## src/rtl/cellrv32_package.sv

```systemverilog
// rtl/cellrv32_package.sv - shared address map and register bit positions for the PWM sequencer
package cellrv32_package;

   localparam logic [31:0] pwm_seq_base_c = 32'hFFFFF700;
   localparam int          pwm_seq_size_c = 16;

   localparam logic [31:0] pwm_dc0_addr_c = 32'hFFFFF780;
   localparam logic [31:0] pwm_dc1_addr_c = 32'hFFFFF784;
   localparam logic [31:0] pwm_dc2_addr_c = 32'hFFFFF788;

   localparam logic [1:0] pwm_seq_ctrl_c   = 2'd0;
   localparam logic [1:0] pwm_seq_status_c = 2'd1;
   localparam logic [1:0] pwm_seq_fifo_c   = 2'd2;

   localparam int ctrl_en_c       = 0;
   localparam int ctrl_mask_lsb_c = 1;
   localparam int ctrl_mask_msb_c = 3;
   localparam int ctrl_div_lsb_c  = 8;
   localparam int ctrl_div_msb_c  = 15;
   localparam int ctrl_irq_en_c   = 16;

   localparam int status_empty_c     = 0;
   localparam int status_full_c      = 1;
   localparam int status_underrun_c  = 2;
   localparam int status_overflow_c  = 3;
   localparam int status_level_lsb_c = 8;
   localparam int status_level_msb_c = 15;

   function automatic logic [1:0] popcount3(input logic [2:0] v);
      return {1'b0, v[0]} + {1'b0, v[1]} + {1'b0, v[2]};
   endfunction

   function automatic logic [1:0] lowest_set3(input logic [2:0] v);
      if (v[0]) return 2'd0;
      if (v[1]) return 2'd1;
      return 2'd2;
   endfunction

endpackage

```

## src/rtl/cellrv32_pwm_seq_fifo.sv

```systemverilog
// rtl/cellrv32_pwm_seq_fifo.sv - duty-word FIFO with level output and synchronous flush
module cellrv32_pwm_seq_fifo #(
   parameter int DEPTH = 8
) (
   input  logic                     clk_i,
   input  logic                     rstn_i,
   input  logic                     flush_i,
   input  logic                     push_i,
   input  logic [31:0]              wdata_i,
   input  logic                     pop_i,
   output logic [31:0]              rdata_o,
   output logic [$clog2(DEPTH):0]   level_o,
   output logic                     full_o,
   output logic                     empty_o
);

   localparam int AW = $clog2(DEPTH);

   logic [31:0] mem [DEPTH];
   logic [AW:0] wptr;
   logic [AW:0] rptr;
   logic        do_push;
   logic        do_pop;

   assign empty_o = (wptr == rptr);
   assign full_o  = (wptr[AW] != rptr[AW]) && (wptr[AW-1:0] == rptr[AW-1:0]);
   assign level_o = wptr - rptr;
   assign rdata_o = mem[rptr[AW-1:0]];

   // a simultaneous pop frees the slot, so a push into a full FIFO is taken then
   assign do_pop  = pop_i & ~empty_o;
   assign do_push = push_i & (~full_o | do_pop);

   always_ff @(posedge clk_i or negedge rstn_i) begin
      if (!rstn_i) begin
         wptr <= '0;
         rptr <= '0;
      end else if (flush_i) begin
         wptr <= '0;
         rptr <= '0;
      end else begin
         if (do_push) wptr <= wptr + 1'b1;
         if (do_pop)  rptr <= rptr + 1'b1;
      end
   end

   always_ff @(posedge clk_i) begin
      if (do_push && !flush_i) mem[wptr[AW-1:0]] <= wdata_i;
   end

endmodule

```

## src/rtl/cellrv32_pwm_seq.sv

```systemverilog
// rtl/cellrv32_pwm_seq.sv - streams queued duty words into the PWM dc registers once per divided period
module cellrv32_pwm_seq
   import cellrv32_package::*;
#(
   parameter int FIFO_DEPTH = 8
) (
   input  logic        clk_i,
   input  logic        rstn_i,
   input  logic [31:0] addr_i,
   input  logic        rden_i,
   input  logic        wren_i,
   input  logic [31:0] data_i,
   output logic [31:0] data_o,
   output logic        ack_o,
   input  logic        sync_i,
   output logic [31:0] pwm_addr_o,
   output logic [31:0] pwm_data_o,
   output logic        pwm_wren_o,
   input  logic        pwm_ack_i,
   output logic        irq_o
);

   localparam int LO = $clog2(pwm_seq_size_c);
   localparam int LW = $clog2(FIFO_DEPTH) + 1;

   typedef enum logic [2:0] {IDLE, WAIT_SYNC, CHECK, WRITE, WAIT_ACK} state_t;

   state_t      state;
   logic        ctrl_en;
   logic [2:0]  ctrl_mask;
   logic [7:0]  ctrl_div;
   logic        ctrl_irq_en;
   logic        underrun;
   logic        overflow;
   logic [7:0]  div_cnt;
   logic [2:0]  pend;

   logic        sel;
   logic [1:0]  offs;
   logic        fifo_push;
   logic        fifo_pop;
   logic        fifo_flush;
   logic        fifo_full;
   logic        fifo_empty;
   logic [31:0] fifo_head;
   logic [LW-1:0] fifo_level;
   logic [7:0]  level8;
   logic [1:0]  frame_len;
   logic [1:0]  cur_idx;
   logic        underrun_set;
   logic        overflow_set;
   logic [31:0] rd_mux;
   logic        unused_addr;

   assign sel         = (addr_i[31:LO] == pwm_seq_base_c[31:LO]);
   assign offs        = addr_i[3:2];
   assign unused_addr = ^addr_i[1:0];
   assign level8      = 8'(fifo_level);
   assign frame_len   = popcount3(ctrl_mask);
   assign cur_idx     = lowest_set3(pend);

   assign fifo_push    = sel & wren_i & (offs == pwm_seq_fifo_c);
   assign fifo_pop     = (state == WAIT_ACK) & pwm_ack_i;
   assign fifo_flush   = (state == IDLE) & ~ctrl_en;
   assign overflow_set = fifo_push & fifo_full & ~fifo_pop;
   assign underrun_set = (state == CHECK) & ctrl_en & (ctrl_mask != 3'b000) &
                         (level8 < {6'd0, frame_len});

   cellrv32_pwm_seq_fifo #(
      .DEPTH (FIFO_DEPTH)
   ) u_fifo (
      .clk_i   (clk_i),
      .rstn_i  (rstn_i),
      .flush_i (fifo_flush),
      .push_i  (fifo_push),
      .wdata_i (data_i),
      .pop_i   (fifo_pop),
      .rdata_o (fifo_head),
      .level_o (fifo_level),
      .full_o  (fifo_full),
      .empty_o (fifo_empty)
   );

   always_comb begin
      rd_mux = '0;
      case (offs)
         pwm_seq_ctrl_c: begin
            rd_mux[ctrl_en_c]                       = ctrl_en;
            rd_mux[ctrl_mask_msb_c:ctrl_mask_lsb_c] = ctrl_mask;
            rd_mux[ctrl_div_msb_c:ctrl_div_lsb_c]   = ctrl_div;
            rd_mux[ctrl_irq_en_c]                   = ctrl_irq_en;
         end
         pwm_seq_status_c: begin
            rd_mux[status_empty_c]                        = fifo_empty;
            rd_mux[status_full_c]                         = fifo_full;
            rd_mux[status_underrun_c]                     = underrun;
            rd_mux[status_overflow_c]                     = overflow;
            rd_mux[status_level_msb_c:status_level_lsb_c] = level8;
         end
         default: rd_mux = '0;
      endcase
   end

   // host side: registers, sticky flags, bus response and interrupt
   always_ff @(posedge clk_i or negedge rstn_i) begin
      if (!rstn_i) begin
         ctrl_en     <= 1'b0;
         ctrl_mask   <= 3'b000;
         ctrl_div    <= 8'd0;
         ctrl_irq_en <= 1'b0;
         underrun    <= 1'b0;
         overflow    <= 1'b0;
         ack_o       <= 1'b0;
         data_o      <= '0;
         irq_o       <= 1'b0;
      end else begin
         ack_o  <= sel & (rden_i | wren_i);
         data_o <= (sel & rden_i) ? rd_mux : '0;
         irq_o  <= ctrl_irq_en & (fifo_empty | underrun);
         if (sel && wren_i && offs == pwm_seq_ctrl_c) begin
            ctrl_en     <= data_i[ctrl_en_c];
            ctrl_mask   <= data_i[ctrl_mask_msb_c:ctrl_mask_lsb_c];
            ctrl_div    <= data_i[ctrl_div_msb_c:ctrl_div_lsb_c];
            ctrl_irq_en <= data_i[ctrl_irq_en_c];
         end
         // a new event wins over a simultaneous write-one-to-clear
         if (underrun_set)
            underrun <= 1'b1;
         else if (sel && wren_i && offs == pwm_seq_status_c && data_i[status_underrun_c])
            underrun <= 1'b0;
         if (overflow_set)
            overflow <= 1'b1;
         else if (sel && wren_i && offs == pwm_seq_status_c && data_i[status_overflow_c])
            overflow <= 1'b0;
      end
   end

   always_ff @(posedge clk_i or negedge rstn_i) begin
      if (!rstn_i) begin
         state      <= IDLE;
         div_cnt    <= 8'd0;
         pend       <= 3'b000;
         pwm_wren_o <= 1'b0;
         pwm_addr_o <= '0;
         pwm_data_o <= '0;
      end else begin
         case (state)
            IDLE: begin
               div_cnt <= 8'd0;
               if (ctrl_en && ctrl_mask != 3'b000) state <= WAIT_SYNC;
            end
            WAIT_SYNC: begin
               if (!ctrl_en) begin
                  div_cnt <= 8'd0;
                  state   <= IDLE;
               end else if (sync_i) begin
                  if (div_cnt == ctrl_div) begin
                     div_cnt <= 8'd0;
                     state   <= CHECK;
                  end else begin
                     div_cnt <= div_cnt + 8'd1;
                  end
               end
            end
            CHECK: begin
               if (!ctrl_en || ctrl_mask == 3'b000) begin
                  div_cnt <= 8'd0;
                  state   <= IDLE;
               end else if (!underrun_set) begin
                  pend  <= ctrl_mask;
                  state <= WRITE;
               end else begin
                  state <= WAIT_SYNC;
               end
            end
            WRITE: begin
               if (!ctrl_en) begin
                  div_cnt <= 8'd0;
                  state   <= IDLE;
               end else begin
                  pwm_wren_o <= 1'b1;
                  pwm_data_o <= fifo_head;
                  case (cur_idx)
                     2'd0:    pwm_addr_o <= pwm_dc0_addr_c;
                     2'd1:    pwm_addr_o <= pwm_dc1_addr_c;
                     default: pwm_addr_o <= pwm_dc2_addr_c;
                  endcase
                  pend  <= pend & ~(3'b001 << cur_idx);
                  state <= WAIT_ACK;
               end
            end
            WAIT_ACK: begin
               pwm_wren_o <= 1'b0;
               if (pwm_ack_i) begin
                  if (!ctrl_en) begin
                     div_cnt <= 8'd0;
                     state   <= IDLE;
                  end else if (pend != 3'b000) begin
                     state <= WRITE;
                  end else begin
                     state <= WAIT_SYNC;
                  end
               end
            end
            default: state <= IDLE;
         endcase
      end
   end

endmodule

```

## config.mk

```make
export PLATFORM = sky130hd
export DESIGN_NAME = cellrv32_pwm_seq
export DESIGN_NICKNAME = d
export VERILOG_FILES = /design/src/rtl/cellrv32_package.sv /design/src/rtl/cellrv32_pwm_seq_fifo.sv /design/src/rtl/cellrv32_pwm_seq.sv
export SDC_FILE = /design/constraint.sdc
export NUM_CORES = 1
export LEC_CHECK = 0
export CELL_PAD_IN_SITES_DETAIL_PLACEMENT = 1
export CELL_PAD_IN_SITES_GLOBAL_PLACEMENT = 2
export CORE_MARGIN = 4
export CORE_UTILIZATION = 44
export DETAILED_ROUTE_END_ITERATION = 6
export PLACE_DENSITY_LB_ADDON = 0.1
export SETUP_SLACK_MARGIN = 0.2
export SYNTH_ARGS = -nofsm -noshare
export SYNTH_HDL_FRONTEND = slang
export SYNTH_HIERARCHICAL = 1
export SYNTH_SLANG_ARGS = --single-unit
export TNS_END_PERCENT = 5
```

## constraint.sdc

```tcl
create_clock -name clk_i -period 9.33 [get_ports clk_i]
set_clock_uncertainty 0.05 [all_clocks]
set_input_delay 1.866 -clock clk_i [delete_from_list [all_inputs] [get_ports clk_i]]
set_output_delay 1.866 -clock clk_i [all_outputs]
set_load 0.01 [all_outputs]
```

## Word level (Yosys, flattened, before mapping)

Memory sizes are Yosys's and may differ from the RTL's. A register that Yosys moved wholly into a read port is not among the register bits.
Index checks and enable logic that the tools add are counted.

| word-level totals | value |
|---|---|
| RAM bits | 256 |
| register bits after elaboration | 89 |
| output and inout port bits | 99 |
| memories | 1 |
| logic and storage cells | 144 |
| bits of input ports | 70 |

Memory list:

| memory | depth | width | read ports | clocked after memory_dff | wr ports | line | RTL |
|---|---|---|---|---|---|---|---|
| u_fifo.mem | 8 | 32 | 1 | 1 | 1 | cellrv32_pwm_seq_fifo.sv:19 | `logic [31:0] mem [DEPTH];` |

| cells by class | value |
|---|---|
| add/subtract/negate cells | 6 |
| muxes and demuxes | 46 |
| reductions and logical operators | 30 |
| bitwise operators | 23 |
| eq/ne operators | 20 |
| shift-type cells | 1 |
| $lt $le $gt $ge | 1 |

Operators with widths:

| operator | number |
|---|---|
| two-way mux 8 bit | 6 |
| one-hot mux 8 bit (5 select lines) | 1 |
| equality test 28 bit, second input constant | 1 |
| two-way mux 3 bit | 9 |
| two-way mux 17 bit | 1 |
| two-way mux 2 bit | 8 |
| two-way mux 4 bit | 4 |
| one-hot mux 4 bit (2 select lines) | 2 |
| one-hot mux 8 bit (2 select lines) | 1 |
| one-hot mux 3 bit (5 select lines) | 1 |
| AND 1 bit | 14 |
| AND reduction 4 bit | 3 |
| nonzero test 2 bit | 6 |
| two-way mux 1 bit | 11 |
| adder 4 x 1 -> 4 bit, second input constant | 2 |
| adder 8 x 1 -> 8 bit, second input constant | 1 |
| equality test 8 bit | 1 |
| logical AND 1 bit | 8 |
| != test 2 bit, second input constant | 4 |
| equality test 3 x 2 -> 1 bit, second input constant | 2 |
| logical NOT 3 bit | 2 |
| != test 3 bit, second input constant | 2 |
| one-hot mux 3 bit (2 select lines) | 1 |
| nonzero test 3 bit | 2 |
| 23 further kinds | 34 |

## Longest topological paths before layout

Gate-level depths: netlist (run 1).

| logic depth | value |
|---|---|
| depth after elaboration | 9 |
| mapped depth | 11 |
| depth with buffers taken out | 10 |

## Cells and area by module

The synthesis (run 1) kept the hierarchy.

Modules (own cells, without submodules):

| module | area an instance (sq um) | times used | sequential area each (sq um) | cells each |
|---|---|---|---|---|
| cellrv32_pwm_seq_fifo | 10,218.6 | 1 | 7,887.6 | 508 |
| cellrv32_pwm_seq | 3,921.3 | 1 | 2,001.9 | 338 |

## Worst setup path before layout (run 1)

No wires, ideal clock.

| path | value |
|---|---|
| path type | input -> register |
| from | input addr_i[5] |
| to | memory u_fifo.mem[0][0], enable pin |
| library setup time | 0.461 ns |
| arrival | 5.573 ns |
| path buffers | 0 |
| stages | 7 |
| slack | 3.246 ns |
| data required time | 8.819 ns |
| cells stage by stage | or4b_4 > nor4_4 > nand2_2 > nor2_1 > nor3b_1 > nand2_1 > nor3_1 |

| between the ends | value |
|---|---|
| longest elaborated chain between the ends | 7 |

Ends and longest elaborated chain:

| item | line | RTL |
|---|---|---|
| start, declared | cellrv32_pwm_seq.sv:9 | `input logic [31:0] addr_i,` |
| equality test 28 bit | cellrv32_pwm_seq.sv:55 | `assign sel = (addr_i[31:LO] == pwm_seq_base_c[31:LO]);` |
| AND 1 bit (2 in a row) | cellrv32_pwm_seq.sv:62 | `assign fifo_push = sel & wren_i & (offs == pwm_seq_fifo_c);` |
| via fifo_push | cellrv32_pwm_seq.sv:40 | `logic fifo_push;` |
| AND 1 bit | cellrv32_pwm_seq_fifo.sv:32 | `assign do_push = push_i & (~full_o \| do_pop);` |
| logical AND 1 bit | cellrv32_pwm_seq_fifo.sv:48 | `if (do_push && !flush_i) mem[wptr[AW-1:0]] <= wdata_i;` |
| two-way mux 1 bit | cellrv32_pwm_seq_fifo.sv:48 |  |
| two-way mux 1 bit (not written as such) | cellrv32_pwm_seq_fifo.sv:48 |  |
| end, declared | cellrv32_pwm_seq_fifo.sv:19 |  |

The timed path passes the listed nets, and every way through them passes these cells.

## Worst setup path after layout (run 1)

| path | value |
|---|---|
| from | input addr_i[5] |
| to | memory u_fifo.mem[5][0], enable pin |

Same word-level chain as after synthesis.

==> results.cfg, run 1 <==
[die]
die_x_um = 187
io_pins = 169
rows = 65
die_area_mm2 = 0.0351
core-area_mm2 = 0.0316
initial_core_util = 0.447
fp.dieH_um = 187

[logic_synthesis]
synth_cell_types = 58
avgSynthCellArea_um2 = 16.7
yosysTopAreaCell = edfxtp_1
ys.flop_type = edfxtp_1
yosys_warnings = 6
ys_ff_latch = 344
ys_seq_area_frac = 0.699
synth_area_mm2 = 0.0141
synth_top_area_share = 0.544
async_flop_share = 0.256
ys_top_cells_by_area = edfxtp_1 (54%), dfrtp_1 (16%), mux4_2 (10%)
syn_inst = 846
synth_edf_count = 256

[drt]
routed_wl_mm = 31.5
post-route-drc-count = 0
detail-route-antenna-nets = 0
drt_iter0_markers = 386
via_per_inst = 5.35
wire_per_inst_um = 22.2
vias = 7585
dr.pass1.iters = 6

[worst_setup_path]
worstPathBufferInverterCount = 2
crit_path_max_fanout = 17
regToRegSetupSlack_ns = 5.71
start_kind = primary input
endpoint_kind = flop
critical_path_required_ns = 9.47
cp_slowest_cell = nor2_4
critPathKind = in2reg
slowest_delay_ns = 0.72
arrival_ns = 5.28
path_delay_family = simple AND/OR/NAND/NOR gates
path_cells = clkdlybuf4s50_1 -> or4b_4 -> nor4_4 -> nand2_2 -> nor2_1 -> nand4b_1 -> nor2_4 -> buf_4

[clocking]
cts_resized = 0
cts.sinks = 344
hold_buffers = 0
clkTransAtPathRegs_ns = 0.05
cts_root_buffer = clkbuf_16
post_cts_buffers = 0
clk-insertion-delay-late_ns = 0.53
htree_levels = 2
clk_path_buf_depth = 3
cts_tree = built
cts_buffers = 39

[global_route]
grt_pass1_vias = 8386
antenna_found_initial = 0
grt_most_used_layer = met2
grt_use_met2 = 0.309
grt_util_met3 = 0.0362
use_met1 = 0.238
grt_overflow_total = 0
grt_pass1_wl_mm = 49.4
grt_use_total = 0.179
grt_start_max_net_pins = 69

[layout]
fin_area_mm2 = 0.0171
diodes = 0
area.growth.synth_to_final_pct = 21.1
stdcell_count = 1418
fin_nets = 1064
drive_gt1_frac = 0.198

[sta]
fin_crit_ns = 5.14
hold_viol_final = 0
tns_ns = 0
setup_viol = 0
timing.fmax_mhz = 195
slew_violations = 0
timing.hold.ws_ns = 0.427
tightest_slew_ns = 1.22
period_share = 0.551
rsz0062_at_grt = false
slew_headroom = 0.174

[placed_design]
dp_hpwl_mm = 18.8
gp_congestion = 0.811
dp_cells = 1346
io_buffers = 141
postPlaceCellArea_mm2 = 0.0158

[outcome]
outcome = complete, no violations

[hold_path]
hp-class = reg2reg

[pwr]
p_leak_nw = 6.29
irDropWorstVdd_v = 0.000163
p_per_area_mw_per_mm2 = 192

[flow_run]
maxCapViolCount = 0
-- worst paths after layout --
kind,start,end,cells past startpoint
worst max-delay path,addr_i[5],u_fifo/mem[5][0],8
worst min-delay path,pwm_addr_o[3],pwm_addr_o[3],2
worst max register to register,u_fifo/rptr[0],u_fifo/mem[5][0],6
worst min register to register,pwm_addr_o[3],pwm_addr_o[3],2
max in group asynchronous,rstn_i,u_fifo/rptr[0],2
min in group asynchronous,rstn_i,data_o[1],1
-- layout make-up --
cell class	instances	area (um^2)
clock inverter	24	307
multi-input combinational	431	3830
clock buffer	48	1020
tap	402	503
fill	2937	14500
inverter	14	52.6
timing repair buffer	155	1510
sequential	344	9890
-- synth_stat cells (all sizes together), types with 3 or more instances --
master and instances:
nor3 9, nand2b 5, mux4 64, nand2 120, nand3 4, xnor2 13, xor2 4, nor2 36
mux2 46, a21oi 4, edfxtp 256, inv 13, mux2i 10, clkbuf 18, o211ai 3, dfrtp 88
and3 5, ha 7, nand4 11, a22o 5, and2 5, nor2b 6, or3 5, buf 63
o21ai 18, or4b 3
-- per-layer routing --
layer | routed length [um] | share of wire
met5 | 0 | 0
met4 | 495 | 0.016
met3 | 1600 | 0.051
met2 | 15800 | 0.50
met1 | 13500 | 0.43
-- cell families after synthesis --
family,after synthesis,synth area share
compound gates,41,0.0198
xor+xnor,17,0.0111
fa+ha+maj,9,0.00903
buf+inv,95,0.0404
flops,344,0.699
mux,120,0.148
other cells,1,0.000265
simple gates,219,0.0717
-- power by group --
group / total [mW] / internal [mW] / switching [mW]
Clock: 1.55 / 0.951 / 0.601
Sequential: 1.66 / 1.65 / 0.00635
Combinational: 0.0877 / 0.0376 / 0.0500
Total: 3.30 / 2.64 / 0.657
-- registers in the layout (all words and copies together), names as in the netlist --
register and flops:
irq_o 1, pwm_wren_o 1, ctrl_irq_en 1, underrun 1
ctrl_en 1, pwm_addr_o 3, div_cnt 8, pend 3
u_fifo/rptr 4, u_fifo/wptr 4, data_o 13, ctrl_div 8
u_fifo/mem 256, state 3, ack_o 1, pwm_data_o 32
ctrl_mask 3, overflow 1
-- worst register-to-register path, cell delays in order (launching register included) --
cell	delay (ns)
dfrtp_4	0.83
ha_1	0.37
nand3_1	0.33
or3_1	0.19
nand4b_1	0.38
nor2_4	0.72
buf_4	0.42
-- layout by cell type (no fill, tap or decap), types with 12 or more instances in the layout --
cell,instances
dfrtp_1,86
mux4_2,64
clkbuf_16,39
nand2_1,118
buf_4,15
inv_1,13
edfxtp_1,256
nor2_1,30
xnor2_1,12
mux2_2,36
clkdlybuf4s50_1,140
o21ai_0,16
conb_1,25
-- metrics by stage --
| step | total power, mW | utilization | setup WS (ns) |
|---|---|---|---|
| floorplan | 1.72 | - | 3.25 |
| global placement | 1.77 | 0.499 | 3.68 |
| detailed placement | 1.78 | 0.499 | 3.60 |
| CTS | 3.35 | 0.541 | 4.14 |
| global route | 3.42 | 0.541 | 4.00 |
| finish | 3.30 | 0.541 | 4.19 |
(Power assumes the default switching activity.)
==> run 2, diff against run 1 <==
Settings changed: CORE_UTILIZATION 44 to 37.
Clock period 9.33 ns to 4.2 ns, I/O delays scaled along.
==> run 2 against run 1 <==
Net effect: the flow now finishes with violations (design-rule violations); critical path depth rose by 1; power rose by 120%; combinational power rose by 130%; flip-flop and latch count did not move; final area rose by 2.4%; sequential power rose by 120%.
==> results.cfg, run 2 (same netlist as run 1, synthesis figures left out) <==
[drt]
dr_wl_met2_mm = 15.8
drt-met1-wl_mm = 14.5
wire_per_inst_um = 20.8
routed_wl_mm = 32.2
highest_layer = met4
dr.pass1.iters = 7
wl_met3_mm = 1.45
drt_iter0_markers = 401
vias = 7573
detail-route-antenna-nets = 0
post-route-drc-count = 3
via_per_inst = 4.90

[layout]
drive_gt1_frac = 0.210
fin_nets = 1082
area.growth.synth_to_final_pct = 24.0
largest_reg_flops = 256
layout_common_cells = edfxtp_1 (256), clkdlybuf4s50_1 (140), nand2_1 (118)
stdcell_count = 1547
fillers = 3693
final_common_cell = edfxtp_1

[clocking]
cts_tree = built
hold_buffers = 0
cts_resized = 0
htree_levels = 2
cts.sinks = 344
cts_buffers = 40
cts_root_buffer = clkbuf_16
clk-insertion-delay-late_ns = 0.54
clk_path_buf_depth = 3
post_cts_buffers = 0
clkTransAtPathRegs_ns = 0.05

[placed_design]
dp_cells = 1472
gp_congestion = 0.712
dp_hpwl_mm = 20.3
io_buffers = 141

[sta]
hold_viol_final = 0
timing.hold.ws_ns = 0.417
slew_headroom = 0.348
setup_viol = 0
period_share = 0.802
tightest_slew_ns = 0.965
timing.fmax_mhz = 297
rsz0062_at_grt = false
slew_violations = 0
tns_ns = 0
fin_crit_ns = 3.37

[worst_setup_path]
path_depth = 9
path_cells = clkdlybuf4s50_1 -> or4b_4 -> nor4_4 -> nand2_2 -> nor2_1 -> nor3b_1 -> nand2_1 -> nor3_4 -> buf_4
endpoint_kind = flop
r2r-start = u_fifo/wptr[0]
critPathKind = in2reg
arrival_ns = 3.52
worstSetupEndpoint = u_fifo/mem[0][19]
worstPathBufferInverterCount = 2
start_kind = primary input
reg2reg_to = u_fifo/mem[5][21]
critical_path_required_ns = 4.35
slowest_delay_ns = 0.55
startpoint = addr_i[5]
crit_path_max_fanout = 17
r2r_cells = 8
path_delay_family = simple AND/OR/NAND/NOR gates
cp_slowest_cell = or4b_4
regToRegSetupSlack_ns = 1.33

[die]
die_area_mm2 = 0.0414
fp.dieH_um = 203
die_x_um = 203
core-area_mm2 = 0.0377
io_pins = 169
initial_core_util = 0.375
rows = 71

[global_route]
grt_pass1_vias = 8245
grt_overflow_total = 0
antenna_found_initial = 0
grt_start_max_net_pins = 68
grt_use_total = 0.157
grt_pass1_wl_mm = 50.2

[pwr]
switchingPower_mw = 1.49
power.internal_mw = 5.88
p_per_area_mw_per_mm2 = 421
irDropWorstVdd_v = 0.000258
p_comb_frac = 0.028
p_clk_frac = 0.473
p_leak_nw = 6.39
pwr-share-seq = 0.499
switching_share = 0.203
finalPower_mw = 7.38

[hold_path]
hp-class = in2async

[flow_run]
maxCapViolCount = 0

[outcome]
violations = design-rule violations
outcome = finished with violations
==> run 2: cell type report <==
class	count	area, um^2	share of cell area
sequential	344	9890	0.564
multi-input combinational	431	3840	0.219
timing repair buffer	172	1750	0.100
clock buffer	57	1130	0.0642
tap	511	639	0.0365
clock inverter	17	223	0.0127
inverter	14	52.6	0.00300
antenna	1	2.50	0.000143
==> run 2: stage by stage <==
stage,util,setup slack (ns),area [um^2]
after floorplan,-,-0.00145,14200
after global placement,0.430,0.232,16200
after detailed placement,0.430,0.196,16200
after CTS,0.465,0.755,17500
after global routing,0.465,0.604,17500
final,0.465,0.833,17500
==> run 2: power by group through the flow <==
stage                     Clock [mW]  Sequential (mW)  Combinational (mW)
after floorplan                    0             3.74              0.0926
after global placement             0             3.75               0.208
after detailed placement           0             3.75               0.211
after CTS                       3.61             3.68               0.212
after global routing            3.77             3.68               0.230
final                           3.49             3.68               0.206
==> run 2: metal layers <==
layer | track usage | vias up
met5 | 0 | -
met4 | 0.0325 | 0
met3 | 0.0320 | 36
met2 | 0.263 | 155
met1 | 0.216 | 3944
li1 | - | 3438
==> run 2: worst min path at each step <==
stage                    end     startpoint  cells past startpoint
3_3_place_gp   pwm_addr_o[2]  pwm_addr_o[2]                      2
4_1_cts        pwm_addr_o[3]  pwm_addr_o[3]                      2
6_report       pwm_addr_o[2]         rstn_i                      1
3_5_place_dp   pwm_addr_o[3]  pwm_addr_o[3]                      2
2_1_floorplan       overflow       overflow                      1
5_1_grt        pwm_data_o[2]  pwm_data_o[2]                      1
==> run 3, diff against run 2 <==
Clock period 4.2 ns to 3 ns, I/O delays scaled along.
==> run 3 against run 2 <==
Net effect: the flow now finishes without violations; via count grew 1.8%; register-to-register slack worse by 0.68 ns; sequential share of layout area shrank 0.72 points; clock power rose by 37%; utilization grew 0.60 points; combinational power rose by 43%; critical path type unchanged; highest routed layer unchanged.
==> results.cfg, run 3 (same netlist as run 1, synthesis figures left out) <==
[outcome]
outcome = complete, no violations

[hold_path]
hp-class = reg2reg

[worst_setup_path]
start_kind = primary input
arrival_ns = 2.82
critical_path_required_ns = 3.19
critPathKind = in2reg
endpoint_kind = flop
crit_path_max_fanout = 7

[global_route]
grt_overflow_total = 0
grt_start_max_net_pins = 68
grt_pass1_vias = 8395
grt_use_total = 0.160
antenna_found_initial = 0
grt_pass1_wl_mm = 51.3

[sta]
timing.hold.ws_ns = 0.433
rsz0062_at_grt = false
slew_headroom = 0.383
tightest_slew_ns = 0.913
fin_crit_ns = 2.63
setup_ws_ns = 0.369
setup_viol = 0
hold_viol_final = 0
timing.fmax_mhz = 380
period_share = 0.877
slew_violations = 0

[clocking]
cts_buffers = 39
cts.sinks = 344
clkTransAtPathRegs_ns = 0.06
cts_root_buffer = clkbuf_16
htree_levels = 2
clk_path_buf_depth = 3
clk-insertion-delay-late_ns = 0.53
cts_tree = built

[layout]
utilization = 0.471
area.growth.synth_to_final_pct = 25.6
drive_gt1_frac = 0.225
largest_reg_flops = 256
fillers = 3656
fin_nets = 1099
layout_common_cells = edfxtp_1 (256), clkdlybuf4s50_1 (136), nand2_1 (117)
diodes = 0
final_common_cell = edfxtp_1

[die]
initial_core_util = 0.375
fp.dieH_um = 203
die_x_um = 203
rows = 71
core-area_mm2 = 0.0377
io_pins = 169
die_area_mm2 = 0.0414

[drt]
via_per_inst = 4.93
routed_wl_mm = 33.0
wire_per_inst_um = 21.1
dr.pass1.iters = 4
post-route-drc-count = 0
vias = 7706
detail-route-antenna-nets = 0
drt_iter0_markers = 317

[placed_design]
post-place-ws_ns = -0.286
io_buffers = 141
gp_congestion = 0.727
dp_hpwl_mm = 21.1

[pwr]
p_per_area_mw_per_mm2 = 576
p_leak_nw = 6.53
irDropWorstVdd_v = 0.000344
finalPower_mw = 10.2

[flow_run]
maxCapViolCount = 0
[run 3: cell types whose count changed in the layout (fill, tap and decap cells not counted), sizes merged]
cell	previous run	this run
dlygate4sd3	0	1
clkbuf	57	55
diode	1	0
dlymetal6s2s	0	4
clkdlybuf4s50	140	136
buf	32	48
clkinvlp	1	2
[run 3: repair_timing]
action,CTS,global route
setup endpoints to repair,0,40
buffers inserted,0,1
hold endpoints to repair,29,0
gates resized for setup,0,5
hold buffers,1,0
[run 3: final timing paths]
check / start / end / slack (ns) / cells past startpoint
min in group asynchronous: rstn_i / pwm_wren_o / 0.53 / 2
max reg2reg: u_fifo/rptr[0] / state[1] / 0.65 / 9
max: addr_i[25] / u_fifo/mem[3][9] / 0.37 / 10
min: pwm_addr_o[3] / pwm_addr_o[3] / 0.43 / 2
max in group asynchronous: rstn_i / pwm_data_o[5] / 1.66 / 3
min reg2reg: pwm_addr_o[3] / pwm_addr_o[3] / 0.43 / 2
[run 3: routing by layer]
| layer | vias up | GRT usage | share of wire |
|---|---|---|---|
| met4 | 0 | 0.0397 | 0.020 |
| met5 | - | 0 | 0 |
| met3 | 52 | 0.0226 | 0.039 |
| met2 | 149 | 0.269 | 0.49 |
| li1 | 3476 | - | - |
| met1 | 4029 | 0.223 | 0.45 |
[run 3: report_power, final]
group	total, mW	internal, mW	switching, mW
combinational	0.294	0.126	0.168
sequential	5.15	5.13	0.0216
clock	4.78	2.89	1.89
total	10.2	8.15	2.08
[run 3: critical path, cell delays in order]
cell	delay, ns
clkdlybuf4s50_1	0.47
nand4_1	0.15
nor4_4	0.36
nand2_2	0.13
nor2_4	0.16
nor3b_2	0.20
nand2_2	0.14
buf_6	0.15
nor2_4	0.24
clkbuf_16	0.22
[run 3: final cells by class]
cell class | instances | area [um^2] | area share
repair buffers | 190 | 2020 | 0.114
clock inverters | 18 | 208 | 0.0117
flip-flops and latches | 344 | 9890 | 0.557
inverters | 14 | 52.6 | 0.00296
well taps | 511 | 639 | 0.0360
clock buffers | 54 | 1080 | 0.0611
multi-input cells | 431 | 3850 | 0.217
[run 3: stage by stage]
step	setup TNS, ns	cell area (um^2)	std cells
after global routing	0	17800	1562
after detailed placement	-55.46	16400	1487
after global placement	-54.02	16400	1487
after CTS	0	17700	1560
final	0	17800	1562
after floorplan	-44.82	14300	870
